[src/rtl/ofc_pkg.sv]
// ---------------------------------------------------------------------------
// ofc_pkg
//  Shared constants and types for the package ring memory. The write side
//  (write_control) and the read side (read_control) both import this so the
//  ring geometry is defined in exactly one place.
//
//  Contents:
//    PKG_LEN    words per package
//    MEM_DEPTH  ring RAM depth in words
//    ADDR_W     RAM address width
//    N_CH/CH_W  channel count and channel width of one RAM word
//    DATA_W     RAM word width (N_CH * CH_W, channel 0 in the LSBs)
//    MAX_PKG    whole packages that fit in the ring at once
//    wc_state_t write-side FSM states
// ---------------------------------------------------------------------------
package ofc_pkg;

  localparam int PKG_LEN   = 518;
  localparam int MEM_DEPTH = 24576;
  localparam int ADDR_W    = 15;
  localparam int N_CH      = 16;
  localparam int CH_W      = 16;
  localparam int DATA_W    = N_CH * CH_W;

  // Elaboration-time division only; no divider is ever built from this.
  localparam int MAX_PKG   = MEM_DEPTH / PKG_LEN;

  // Counter widths used on the write side.
  localparam int WCNT_W    = 10;
  localparam int NPKG_W    = 6;
  localparam int DROP_W    = 16;

  typedef enum logic {
    IDLE  = 1'b0,
    WRITE = 1'b1
  } wc_state_t;

endpackage

[src/rtl/ring_addr_inc.sv]
// ---------------------------------------------------------------------------
// ring_addr_inc
//  Combinational ring-address step: result = (addr + step) mod DEPTH.
//  Both operands are assumed to be below DEPTH, so the sum is below
//  2*DEPTH and a single compare-and-subtract replaces the modulo.
//
//  Ports:
//    addr    in   AW  current address (< DEPTH)
//    step    in   AW  increment (< DEPTH)
//    result  out  AW  wrapped address
// ---------------------------------------------------------------------------
module ring_addr_inc
  import ofc_pkg::*;
#(
  parameter int DEPTH = MEM_DEPTH,
  parameter int AW    = ADDR_W
) (
  input  logic [AW-1:0] addr,
  input  logic [AW-1:0] step,
  output logic [AW-1:0] result
);

  localparam logic [AW:0] DEPTH_EXT = (AW+1)'(DEPTH);

  // One extra bit so the raw sum never overflows before the compare.
  logic [AW:0] sum;
  logic [AW:0] sum_wrapped;

  always_comb begin
    sum         = {1'b0, addr} + {1'b0, step};
    sum_wrapped = sum - DEPTH_EXT;
    if (sum >= DEPTH_EXT) begin
      result = sum_wrapped[AW-1:0];
    end else begin
      result = sum[AW-1:0];
    end
  end

endmodule

[src/rtl/write_control.sv]
// ---------------------------------------------------------------------------
// write_control
//  Producer side of the package ring memory. A trigger starts a package of
//  PACKAGE_LENGTH words taken from the sample stream (only cycles with
//  din_valid count) and written to consecutive ring addresses, wrapping at
//  MEMORY_DEPTH. The last write of a package pulses read_start on the same
//  edge as its wen, advances the package base and bumps the stored-package
//  count. Triggers that arrive while a package is being written, or while
//  the ring already holds MAX packages, are dropped and counted.
//
//  Ports:
//    clk           in   1           system clock
//    rst           in   1           asynchronous active-high reset
//    live_rising   in   1           synchronous clear, same effect as rst
//    trigger       in   1           start-of-package request (pulse)
//    din_valid     in   1           din carries a sample word this cycle
//    din           in   DATA_WIDTH  sample word
//    pkg_done      in   1           read side released one package (pulse)
//    wen           out  1           RAM write enable (registered)
//    waddr         out  ADDR_W      RAM write address (registered)
//    wdata         out  DATA_WIDTH  RAM write data (registered)
//    read_start    out  1           package committed (pulse)
//    n_pkg_stored  out  NPKG_W      packages written and not yet released
//    busy          out  1           high while in WRITE
//    drop_cnt      out  DROP_W      dropped triggers, saturating
// ---------------------------------------------------------------------------
module write_control
  import ofc_pkg::*;
#(
  parameter int PACKAGE_LENGTH = PKG_LEN,
  parameter int MEMORY_DEPTH   = MEM_DEPTH,
  parameter int DATA_WIDTH     = DATA_W
) (
  input  logic                  clk,
  input  logic                  rst,
  input  logic                  live_rising,
  input  logic                  trigger,
  input  logic                  din_valid,
  input  logic [DATA_WIDTH-1:0] din,
  input  logic                  pkg_done,
  output logic                  wen,
  output logic [ADDR_W-1:0]     waddr,
  output logic [DATA_WIDTH-1:0] wdata,
  output logic                  read_start,
  output logic [NPKG_W-1:0]     n_pkg_stored,
  output logic                  busy,
  output logic [DROP_W-1:0]     drop_cnt
);

  localparam int               MAX_PACKAGES = MEMORY_DEPTH / PACKAGE_LENGTH;
  localparam logic [NPKG_W-1:0] MAX_NPKG    = NPKG_W'(MAX_PACKAGES);
  localparam logic [WCNT_W-1:0] LAST_WORD   = WCNT_W'(PACKAGE_LENGTH - 1);
  localparam logic [ADDR_W-1:0] STEP_WORD   = ADDR_W'(1);
  localparam logic [ADDR_W-1:0] STEP_PKG    = ADDR_W'(PACKAGE_LENGTH);

  // -------------------------------------------------------------------------
  // State and counters
  // -------------------------------------------------------------------------
  wc_state_t           state_reg;
  logic [ADDR_W-1:0]   base_addr_reg;   // start address of the next package
  logic [ADDR_W-1:0]   wptr_reg;        // address of the next word to write
  logic [WCNT_W-1:0]   wcnt_reg;        // words written in current package

  logic [ADDR_W-1:0]   wptr_next;
  logic [ADDR_W-1:0]   base_addr_next;

  // -------------------------------------------------------------------------
  // Ring address arithmetic
  // -------------------------------------------------------------------------
  ring_addr_inc #(
    .DEPTH (MEMORY_DEPTH),
    .AW    (ADDR_W)
  ) u_wptr_inc (
    .addr   (wptr_reg),
    .step   (STEP_WORD),
    .result (wptr_next)
  );

  ring_addr_inc #(
    .DEPTH (MEMORY_DEPTH),
    .AW    (ADDR_W)
  ) u_base_inc (
    .addr   (base_addr_reg),
    .step   (STEP_PKG),
    .result (base_addr_next)
  );

  // -------------------------------------------------------------------------
  // Decode
  // -------------------------------------------------------------------------
  logic ring_full;
  logic trig_accept;
  logic trig_drop;
  logic do_write;
  logic pkg_complete;
  logic pkg_release;

  always_comb begin
    ring_full    = (n_pkg_stored >= MAX_NPKG);
    trig_accept  = trigger && (state_reg == IDLE) && !ring_full;
    // Everything that is not an accept is a drop: busy writing, or full.
    trig_drop    = trigger && ((state_reg == WRITE) || ring_full);
    do_write     = (state_reg == WRITE) && din_valid;
    pkg_complete = do_write && (wcnt_reg == LAST_WORD);
    // A release with nothing stored is ignored so the count cannot underflow.
    pkg_release  = pkg_done && (n_pkg_stored != '0);
  end

  assign busy = (state_reg == WRITE);

  // -------------------------------------------------------------------------
  // FSM, counters and registered outputs
  // -------------------------------------------------------------------------
  always_ff @(posedge clk or posedge rst) begin
    if (rst) begin
      state_reg     <= IDLE;
      base_addr_reg <= '0;
      wptr_reg      <= '0;
      wcnt_reg      <= '0;
      wen           <= 1'b0;
      waddr         <= '0;
      wdata         <= '0;
      read_start    <= 1'b0;
      n_pkg_stored  <= '0;
      drop_cnt      <= '0;
    end else if (live_rising) begin
      // Same clear as rst; a package in flight is abandoned without read_start.
      state_reg     <= IDLE;
      base_addr_reg <= '0;
      wptr_reg      <= '0;
      wcnt_reg      <= '0;
      wen           <= 1'b0;
      waddr         <= '0;
      wdata         <= '0;
      read_start    <= 1'b0;
      n_pkg_stored  <= '0;
      drop_cnt      <= '0;
    end else begin
      // Pulse outputs default low every cycle.
      wen        <= 1'b0;
      read_start <= 1'b0;

      if (trig_drop && (drop_cnt != '1)) begin
        drop_cnt <= drop_cnt + 1'b1;
      end

      // Completion and release in the same cycle cancel out.
      case ({pkg_complete, pkg_release})
        2'b10:   n_pkg_stored <= n_pkg_stored + 1'b1;
        2'b01:   n_pkg_stored <= n_pkg_stored - 1'b1;
        default: n_pkg_stored <= n_pkg_stored;
      endcase

      case (state_reg)
        IDLE: begin
          if (trig_accept) begin
            wcnt_reg  <= '0;
            wptr_reg  <= base_addr_reg;
            state_reg <= WRITE;
          end
        end

        WRITE: begin
          if (din_valid) begin
            wen      <= 1'b1;
            waddr    <= wptr_reg;
            wdata    <= din;
            wptr_reg <= wptr_next;
            wcnt_reg <= wcnt_reg + 1'b1;
            if (pkg_complete) begin
              // read_start rides on the same edge as the final wen.
              read_start    <= 1'b1;
              base_addr_reg <= base_addr_next;
              state_reg     <= IDLE;
            end
          end
        end

        default: state_reg <= IDLE;
      endcase
    end
  end

endmodule
[config.mk]
export PLATFORM = sky130hd
export DESIGN_NAME = write_control
export DESIGN_NICKNAME = d
export VERILOG_FILES = /design/src/rtl/ofc_pkg.sv /design/src/rtl/ring_addr_inc.sv /design/src/rtl/write_control.sv
export SDC_FILE = /design/constraint.sdc
export NUM_CORES = 1
export LEC_CHECK = 0
export CAP_MARGIN = 20
export CORE_AREA = 2 2 215 217
export DETAILED_ROUTE_END_ITERATION = 10
export DIE_AREA = 0 0 217 219
export DONT_BUFFER_PORTS = 1
export GPL_TIMING_DRIVEN = 1
export SKIP_CTS_REPAIR_TIMING = 1
export SKIP_LAST_GASP = 1
export SYNTH_ARGS = -nofsm -noshare
export SYNTH_HDL_FRONTEND = slang
export SYNTH_SLANG_ARGS = --single-unit
[constraint.sdc]
create_clock -name clk -period 10.1 [get_ports clk]
set_input_delay 1.01 -clock clk [delete_from_list [all_inputs] [get_ports clk]]
set_output_delay 1.01 -clock clk [all_outputs]
set_load 0.02 [all_outputs]
## Word level (Yosys, flattened, before mapping)

Index checks and enable logic that the tools add are counted.

| storage, ports and cells | value |
|---|---|
| logic and storage cells | 82 |
| register bits after elaboration | 336 |
| bits of input ports | 262 |

| cells by class | value |
|---|---|
| add/subtract/negate cells | 8 |
| equality and inequality tests | 6 |
| magnitude comparators | 3 |
| reductions and logical operators | 18 |
| multiplexer cells | 36 |
| bitwise gates (word level) | 1 |

Operators with widths:

| kind | count |
|---|---|
| $mux 256 | 3 |
| $mux 15 | 12 |
| $ge 16x15->1 const B | 2 |
| $mux 16 | 2 |
| $mux 10 | 3 |
| $pmux 15 s2 | 1 |
| $sub 15x15->15 const B | 2 |
| $pmux 10 s2 | 1 |
| $add 15x1->16 const B | 1 |
| $add 15x10->16 const B | 1 |
| $add 16x1->16 const B | 1 |
| $ne 16x16->1 const B | 1 |
| $pmux 6 s2 | 1 |
| $mux 1 | 11 |
| $add 10x1->10 const B | 1 |
| $eq 10x10->1 const B | 1 |
| $reduce_bool 2->1 | 4 |
| $logic_and 1x1->1 | 7 |
| $add 6x1->6 const B | 1 |
| $ge 6x6->1 const B | 1 |
| $mux 6 | 1 |
| $ne 3x3->1 const B | 2 |
| $reduce_bool 6->1 | 1 |
| $sub 6x1->6 const B | 1 |
| other kinds (9) | 10 |

## Depth between registers and ports, before layout

Gate-level depths: netlist of the first run.

| logic depth | value |
|---|---|
| depth in word-level cells | 7 |
| gate-level depth with buffers | 11 |

## By module

From an unflattened synthesis of the first run, not the netlist that was laid out.

| unflattened totals | value |
|---|---|
| cells, all modules | 1,175 |
| area, all modules | 14,506.4 um^2 |

By module, submodules not included:

| module | times used | cells each | area each (um^2) |
|---|---|---|---|
| write_control | 1 | 934 | 12,751.0 |
| ring_addr_inc (u_wptr_inc) | 1 | 131 | 925.9 |
| ring_addr_inc (u_base_inc) | 1 | 110 | 829.5 |

## Worst setup path after synthesis of the first run

No wires, ideal clock.

| path | value |
|---|---|
| kind | input to register |
| start point | input port din_valid |
| end point | register n_pkg_stored[5] |
| path buffers | 0 |
| path slack | 7.122 ns |
| required time | 9.972 ns |
| cell stages on the path | 9 |
| arrival time | 2.850 ns |
| setup time | 0.128 ns |
| cells stage by stage | and4_2 nand3_4 and2_4 ha_1 a211oi_1 o21bai_1 a21oi_1 mux2i_1 mux2_1 |

| between the ends | value |
|---|---|
| longest elaborated chain between the ends | 5 |

Ends and longest elaborated chain:

| item | RTL line | text |
|---|---|---|
| start, declared | write_control.sv:38 | `input logic din_valid,` |
| $logic_and 1x1->1 (*) | write_control.sv:103 | `do_write = (state_reg == WRITE) && din_valid;` |
| $logic_and 1x1->1 (*) | write_control.sv:104 | `pkg_complete = do_write && (wcnt_reg == LAST_WORD);` |
| $eq 2x1->1 / $eq 2x2->1 (equally long branches) | write_control.sv:148 | `case ({pkg_complete, pkg_release})` |
| $pmux 6 s2 | write_control.sv:148 |  |
| $mux 6 | write_control.sv:126 | `end else if (live_rising) begin` |
| end signal, assigned | write_control.sv:149 | `2'b10: n_pkg_stored <= n_pkg_stored + 1'b1;` |
| end signal, assigned | write_control.sv:150 | `2'b01: n_pkg_stored <= n_pkg_stored - 1'b1;` |
| end signal, assigned | write_control.sv:151 | `default: n_pkg_stored <= n_pkg_stored;` |
| end, declared | write_control.sv:45 | `output logic [NPKG_W-1:0] n_pkg_stored,` |

Mark *: on every way between the ends. The rest lies on a longest branch, timed or not.
A chain may end at the register's enable or synchronous reset.

## Worst setup path in the final report of the first run

| path | value |
|---|---|
| start point | register state_reg (netlist: busy) |
| end point | register wdata[8] |

| between the ends | value |
|---|---|
| longest elaborated chain between the ends | 2 |

Ends and longest elaborated chain:

| item | RTL line | text |
|---|---|---|
| start, declared | write_control.sv:59 | `wc_state_t state_reg;` |
| start signal, assigned | write_control.sv:116 | `state_reg <= IDLE;` |
| start signal, assigned | write_control.sv:128 | `state_reg <= IDLE;` |
| start signal, assigned | write_control.sv:159 | `state_reg <= WRITE;` |
| $reduce_bool 2->1 (no line) | -- |  |
| $reduce_and 2->1 (no line) | -- |  |
| end signal, assigned | write_control.sv:167 | `wdata <= din;` |
| end, declared | write_control.sv:43 | `output logic [DATA_WIDTH-1:0] wdata,` |

No other way between the ends.

==> results of run 1 <==
how the worst max path moves through the flow:
stage          slack, ns                 to         from
2_1_floorplan       4.61  base_addr_reg[10]          rst
3_3_place_gp        6.66         wdata[216]  live_rising
3_5_place_dp        6.58         wdata[227]  live_rising
4_1_cts             6.63         wdata[227]         busy
5_1_grt             6.41         wdata[222]         busy
6_report            6.61           wdata[8]         busy
critical path: cells and delay by family, from the launching register on:
kind                   cells  cell delay, ns
AOI/OAI and AO/OA          1            0.27
DFF                        1            0.85
and+or+nand+nor            2            0.49
buffers and inverters      2            1.51
cell type report:
type | count | share of cell area
flip-flops and latches | 335 | 0.562
multi-input cells | 589 | 0.301
clock buffers | 49 | 0.0671
well taps | 600 | 0.0504
clock inverters | 13 | 0.00890
repair buffers | 6 | 0.00554
inverters | 12 | 0.00378
diodes | 5 | 0.000839
metal layers:
metal  global-route usage  up-vias  wire (um)  part of all wire
li1                     -     3768          -                 -
met1                0.184     4349      14700              0.40
met2                0.219      491      17200              0.47
met3               0.0477       69       3480             0.095
met4               0.0644        0       1340             0.036
met5                    0        -          0                 0
cell families (layout without fill, tap and decap cells):
logic type | after synthesis | count (layout) | synth area share
flops | 335 | 335 | 0.633
other cells | 0 | 5 | 0
simple gates | 178 | 178 | 0.0738
xor+xnor | 34 | 34 | 0.0239
fa+ha+maj | 11 | 11 | 0.0110
compound gates | 358 | 358 | 0.223
mux | 8 | 8 | 0.00623
buf+inv | 90 | 80 | 0.0291
stage by stage:
step / total power [uW] / util / setup slack, ns / hold slack [ns] / cells
after CTS: 2910 / 0.330 / 6.63 / 0.367 / 1603
after floorplan: 1590 / - / 4.61 / 0.488 / 1014
after global routing: 2990 / 0.331 / 6.41 / 0.399 / 1609
after global placement: 1620 / 0.305 / 6.66 / 0.517 / 1541
after detailed placement: 1630 / 0.305 / 6.58 / 0.511 / 1541
final: 2870 / 0.331 / 6.61 / 0.393 / 1609
synth_stat cells, drive strengths merged, types with 3 or more instances:
master	instances
dfrtp	335
a22o	269
nor2	55
clkbuf	51
a21oi	26
buf	26
nand2	26
xnor2	26
o21ai	18
nand3	15
nor3	15
nand4	13
inv	12
ha	10
nor4	9
xor2	8
and4	6
mux2i	6
a31oi	5
and3	5
nand2b	5
nor4b	5
a211oi	4
and2	4
nor2b	4
o21a	4
o22ai	4
or3	4
a21o	3
a31o	3
a41o	3
nor3b	3
o22a	3
or2	3
power breakdown:
group | leakage (uW) | total (uW) | switching, uW | internal [uW]
Sequential | 0.00462 | 1480 | 96.4 | 1380
Clock | 0.000560 | 1270 | 524 | 745
Combinational | 0.00162 | 121 | 81.5 | 39.9
==> reports/qor.txt, run 1 <==
outcome: complete, no violations
commonest non-fill, non-tap cell in the layout: dfrtp_1
dpl cell area: 13800 um^2
reg-to-reg slack, setup: 6.61 ns
clk slew on worst S/H paths: 0.06 ns
die area: 47500 um^2
FFs w/ async S/R, synth: 1.00
max reg flops: 256
Antenna Nets Post-Route: 0
Hold Vio Cnt, Final: 0
CP Max Fanout: 165
Die Width: 217 um
CTS Sinks: 335
gpl congestion: 0.904
first-pass GRT wire length: 52.7 mm
hold crit path type: input port to async pin
critical path capture point type: register
Synth Warn #: 0
Pwr per Cell Area: 193 nW/um^2
CTS root buf: clkbuf_16
register bit count reported by yosys: 335
Reg2Reg Capture Point: wdata[8]
Final Max Tran Viols: 0
Reg area: 8380 um^2
share of the synthesized area in the top cell type: 0.633
Worst setup SP type: register
setup violators final: 0
CP Cell Sequence: nor2b_1 -> nand2_1 -> inv_8 -> buf_4 -> a22o_1
crit path time final: 3.49 ns
initial drt markers: 568
layout cells sized above 1: 0.0886
Netlist cell types: 68
crit path kind: register to register
fill count: 4457
GRT Total Usage: 0.143
VDD IR max: 0.000109 V
Layout Skew: 0.0135 ns
std cell rows: 78
Num CTS Buffers: 35
largest net degree at the start of global routing: 179
max-cap violation count: 0
Slew @ Worst Pin: 1.13 ns
H-tree levels: 2
Most flops, register: wdata
CP max stage cell: buf_4
I/O Pins: 558
Critical Path RT: 10.55 ns
P_leak: 0.00680 uW
Post-synth EDFFs: 0
main flop type after synthesis: dfrtp_1
GRT Residual Overflow: 0
syn avg cell area: 13.1 um^2
worst rel slew slack: 0.246
PortBufs: 0
top flop regs: wdata (256), drop_cnt (16)
Seq/Total Area, Yosys: 0.633
footprint of the multi-input gates: 4490 um^2
drt drc: 0
Area Growth Syn to Fin: 12.5%
via density per instance: 5.39
nets@finish: 1252
Final period util: 0.346
CP max stage delay: 0.96 ns
Clock Latency Late Sink: 0.53 ns
CTS max path bufs: 3
largest cells by area after synthesis: dfrtp_1 63%, a22o_1 18%, xnor2_1 1.7%
r2r startpoint: busy
initial core utilization: 0.294
via count: 8677
Mapped Nets: 1287
Cell Area, Synth: 13200 um^2
Finished Cell Area: 14900 um^2
Max Freq: 286 MHz
most frequent cells in the layout: 335 x dfrtp_1, 269 x a22o_1, 55 x nor2_1
Critical Path AT: 3.94 ns
core area: 45100 um^2
Die H: 219 um
Post-Synthesis Cells: 1014
TritonCTS clock tree: built
DR pass1 iterations: 5
R2R cell count: 5
HPWL Detailed: 25.4 mm
initial antenna violation count: 6
Fin Setup TNS: 0 ns
Post-Route WL: 36.7 mm
WL/cell: 22.8 um
vias in the first global route: 8320
RSZ-0062 raised after global routing: no
cell taking the most area after synthesis: dfrtp_1
No activity file was read; power rests on OpenSTA's default activity.
==> inputs of run 2 (changes only) <==
- clock period: 10.1 -> 3.5 ns (I/O delays scaled with it)
==> reports/qor.txt, run 2 (synthesized netlist as in run 1, its figures left out) <==
drt drc: 0
gpl congestion: 0.848
first-pass GRT wire length: 53.6 mm
critical path capture point type: register
Non-Filler Instances: 1888
Hold Vio Cnt, Final: 0
crit path kind: register to register
WL/cell: 22.2 um
Fin Setup TNS: 0 ns
VDD IR max: 0.000529 V
initial antenna violation count: 4
DR pass1 iterations: 5
TritonCTS clock tree: built
initial drt markers: 827
Final Max Tran Viols: 0
Num CTS Buffers: 36
Die Width: 217 um
setup violators final: 0
GRT Residual Overflow: 0
largest net degree at the start of global routing: 144
layout cells sized above 1: 0.0827
PortBufs: 0
sequential share of power: 0.489
I/O Pins: 558
Most flops, register: wdata
Int Pwr: 6570 uW
Final Util: 0.393
switching power: 2160 uW
max-cap violation count: 0
Total Power: 8730 uW
combinational group share of total power: 0.075
CTS max path bufs: 3
max reg flops: 256
Post-Route WL: 42.0 mm
via density per instance: 5.34
clk slew on worst S/H paths: 0.06 ns
CP Max Fanout: 6
Switching Fraction: 0.248
top flop regs: wdata (256), drop_cnt (16)
placed cell count: 1560
H-tree levels: 2
Pwr per Cell Area: 492 nW/um^2
core area: 45100 um^2
Final period util: 0.868
nets@finish: 1529
Slew @ Worst Pin: 1.06 ns
P_leak: 0.00800 uW
HPWL Detailed: 26.5 mm
initial core utilization: 0.294
Clock Latency Late Sink: 0.54 ns
vias in the first global route: 8501
Max Freq: 329 MHz
crit path time final: 3.04 ns
Critical Path AT: 3.44 ns
Die H: 219 um
die area: 47500 um^2
std cell rows: 78
Antenna Nets Post-Route: 0
Critical Path RT: 3.90 ns
GRT Total Usage: 0.145
CTS root buf: clkbuf_16
Layout Skew: 0.0255 ns
hold crit path type: input port to register
outcome: complete, no violations
commonest non-fill, non-tap cell in the layout: dfrtp_1
via count: 10100
most frequent cells in the layout: 335 x dfrtp_1, 269 x a22o_1, 257 x dlygate4sd3_1
Worst setup SP type: register
CTS Sinks: 335
Area Growth Syn to Fin: 33.9%
RSZ-0062 raised after global routing: no
worst rel slew slack: 0.292
clock network power share: 0.436
==> run 2: cell types whose count changed in the layout (fill, tap and decap cells not counted), sizes merged <==
cell         before  now
diode             5    7
dlygate4sd3       0  257
clkbuf           49   54
buf               6   25
clkinv            9    5
clkinvlp          2    3
inv              12   11
==> run 2: worst max-delay path, cell delays in order (launching register included) <==
cell,delay (ns)
dfrtp_1,0.50
or4_1,0.52
o31a_4,0.33
and2_4,0.17
ha_1,0.30
a211oi_1,0.26
o21bai_1,0.10
a21oi_1,0.17
mux2i_1,0.22
mux2_1,0.33
==> run 2: cell type report <==
class / instances / area [um^2]
clock inverter: 9 / 119
multi-input combinational: 589 / 4490
inverter: 12 / 56.3
clock buffer: 54 / 1060
antenna: 7 / 17.5
sequential: 335 / 8380
fill: 4166 / 27300
tap: 600 / 751
timing repair buffer: 282 / 2860
==> run 2: per-stage QoR <==
stage,area [um^2],setup slack (ns),hold WS [ns]
detailed placement,13900,0.471,0.421
floorplan,13300,-1.33,0.483
finish,17700,0.463,0.0227
global route,17700,0.285,0.00750
CTS,15100,0.455,-0.171
global placement,13900,0.475,0.417
==> run 2: power by group through the flow <==
stage,combinational (uW),clock (uW),sequential [uW]
3_5_place_dp,388,0,4330
4_1_cts,388,3900,4270
3_3_place_gp,374,0,4340
5_1_grt,707,4070,4280
6_report,653,3810,4280
2_1_floorplan,301,0,4290
==> run 2: layer usage <==
layer | vias up | GRT usage | part of all wire
li1 | 4329 | - | -
met1 | 5088 | 0.180 | 0.38
met2 | 579 | 0.230 | 0.50
met3 | 77 | 0.0521 | 0.091
met4 | 2 | 0.0600 | 0.029
met5 | - | 0 | 0.00031
==> run 2: path summary, 6_finish.rpt <==
check,start,endpoint,slack (ns),depth (start not counted)
worst max-delay path,n_pkg_stored[2],n_pkg_stored[5],0.46,9
worst min-delay path,live_rising,base_addr_reg[14],0.02,2
worst max register to register,n_pkg_stored[2],n_pkg_stored[5],0.46,9
worst min register to register,wcnt_reg[9],wcnt_reg[9],0.54,2
max in group asynchronous,rst,wdata[19],2.06,3
min in group asynchronous,rst,wdata[244],0.47,2
==> inputs of run 3 (changes only) <==
- GPL_ROUTABILITY_DRIVEN: unset -> 0
==> results of run 3 <==
Final layout, timing and power as in run 2 (identical DEF).
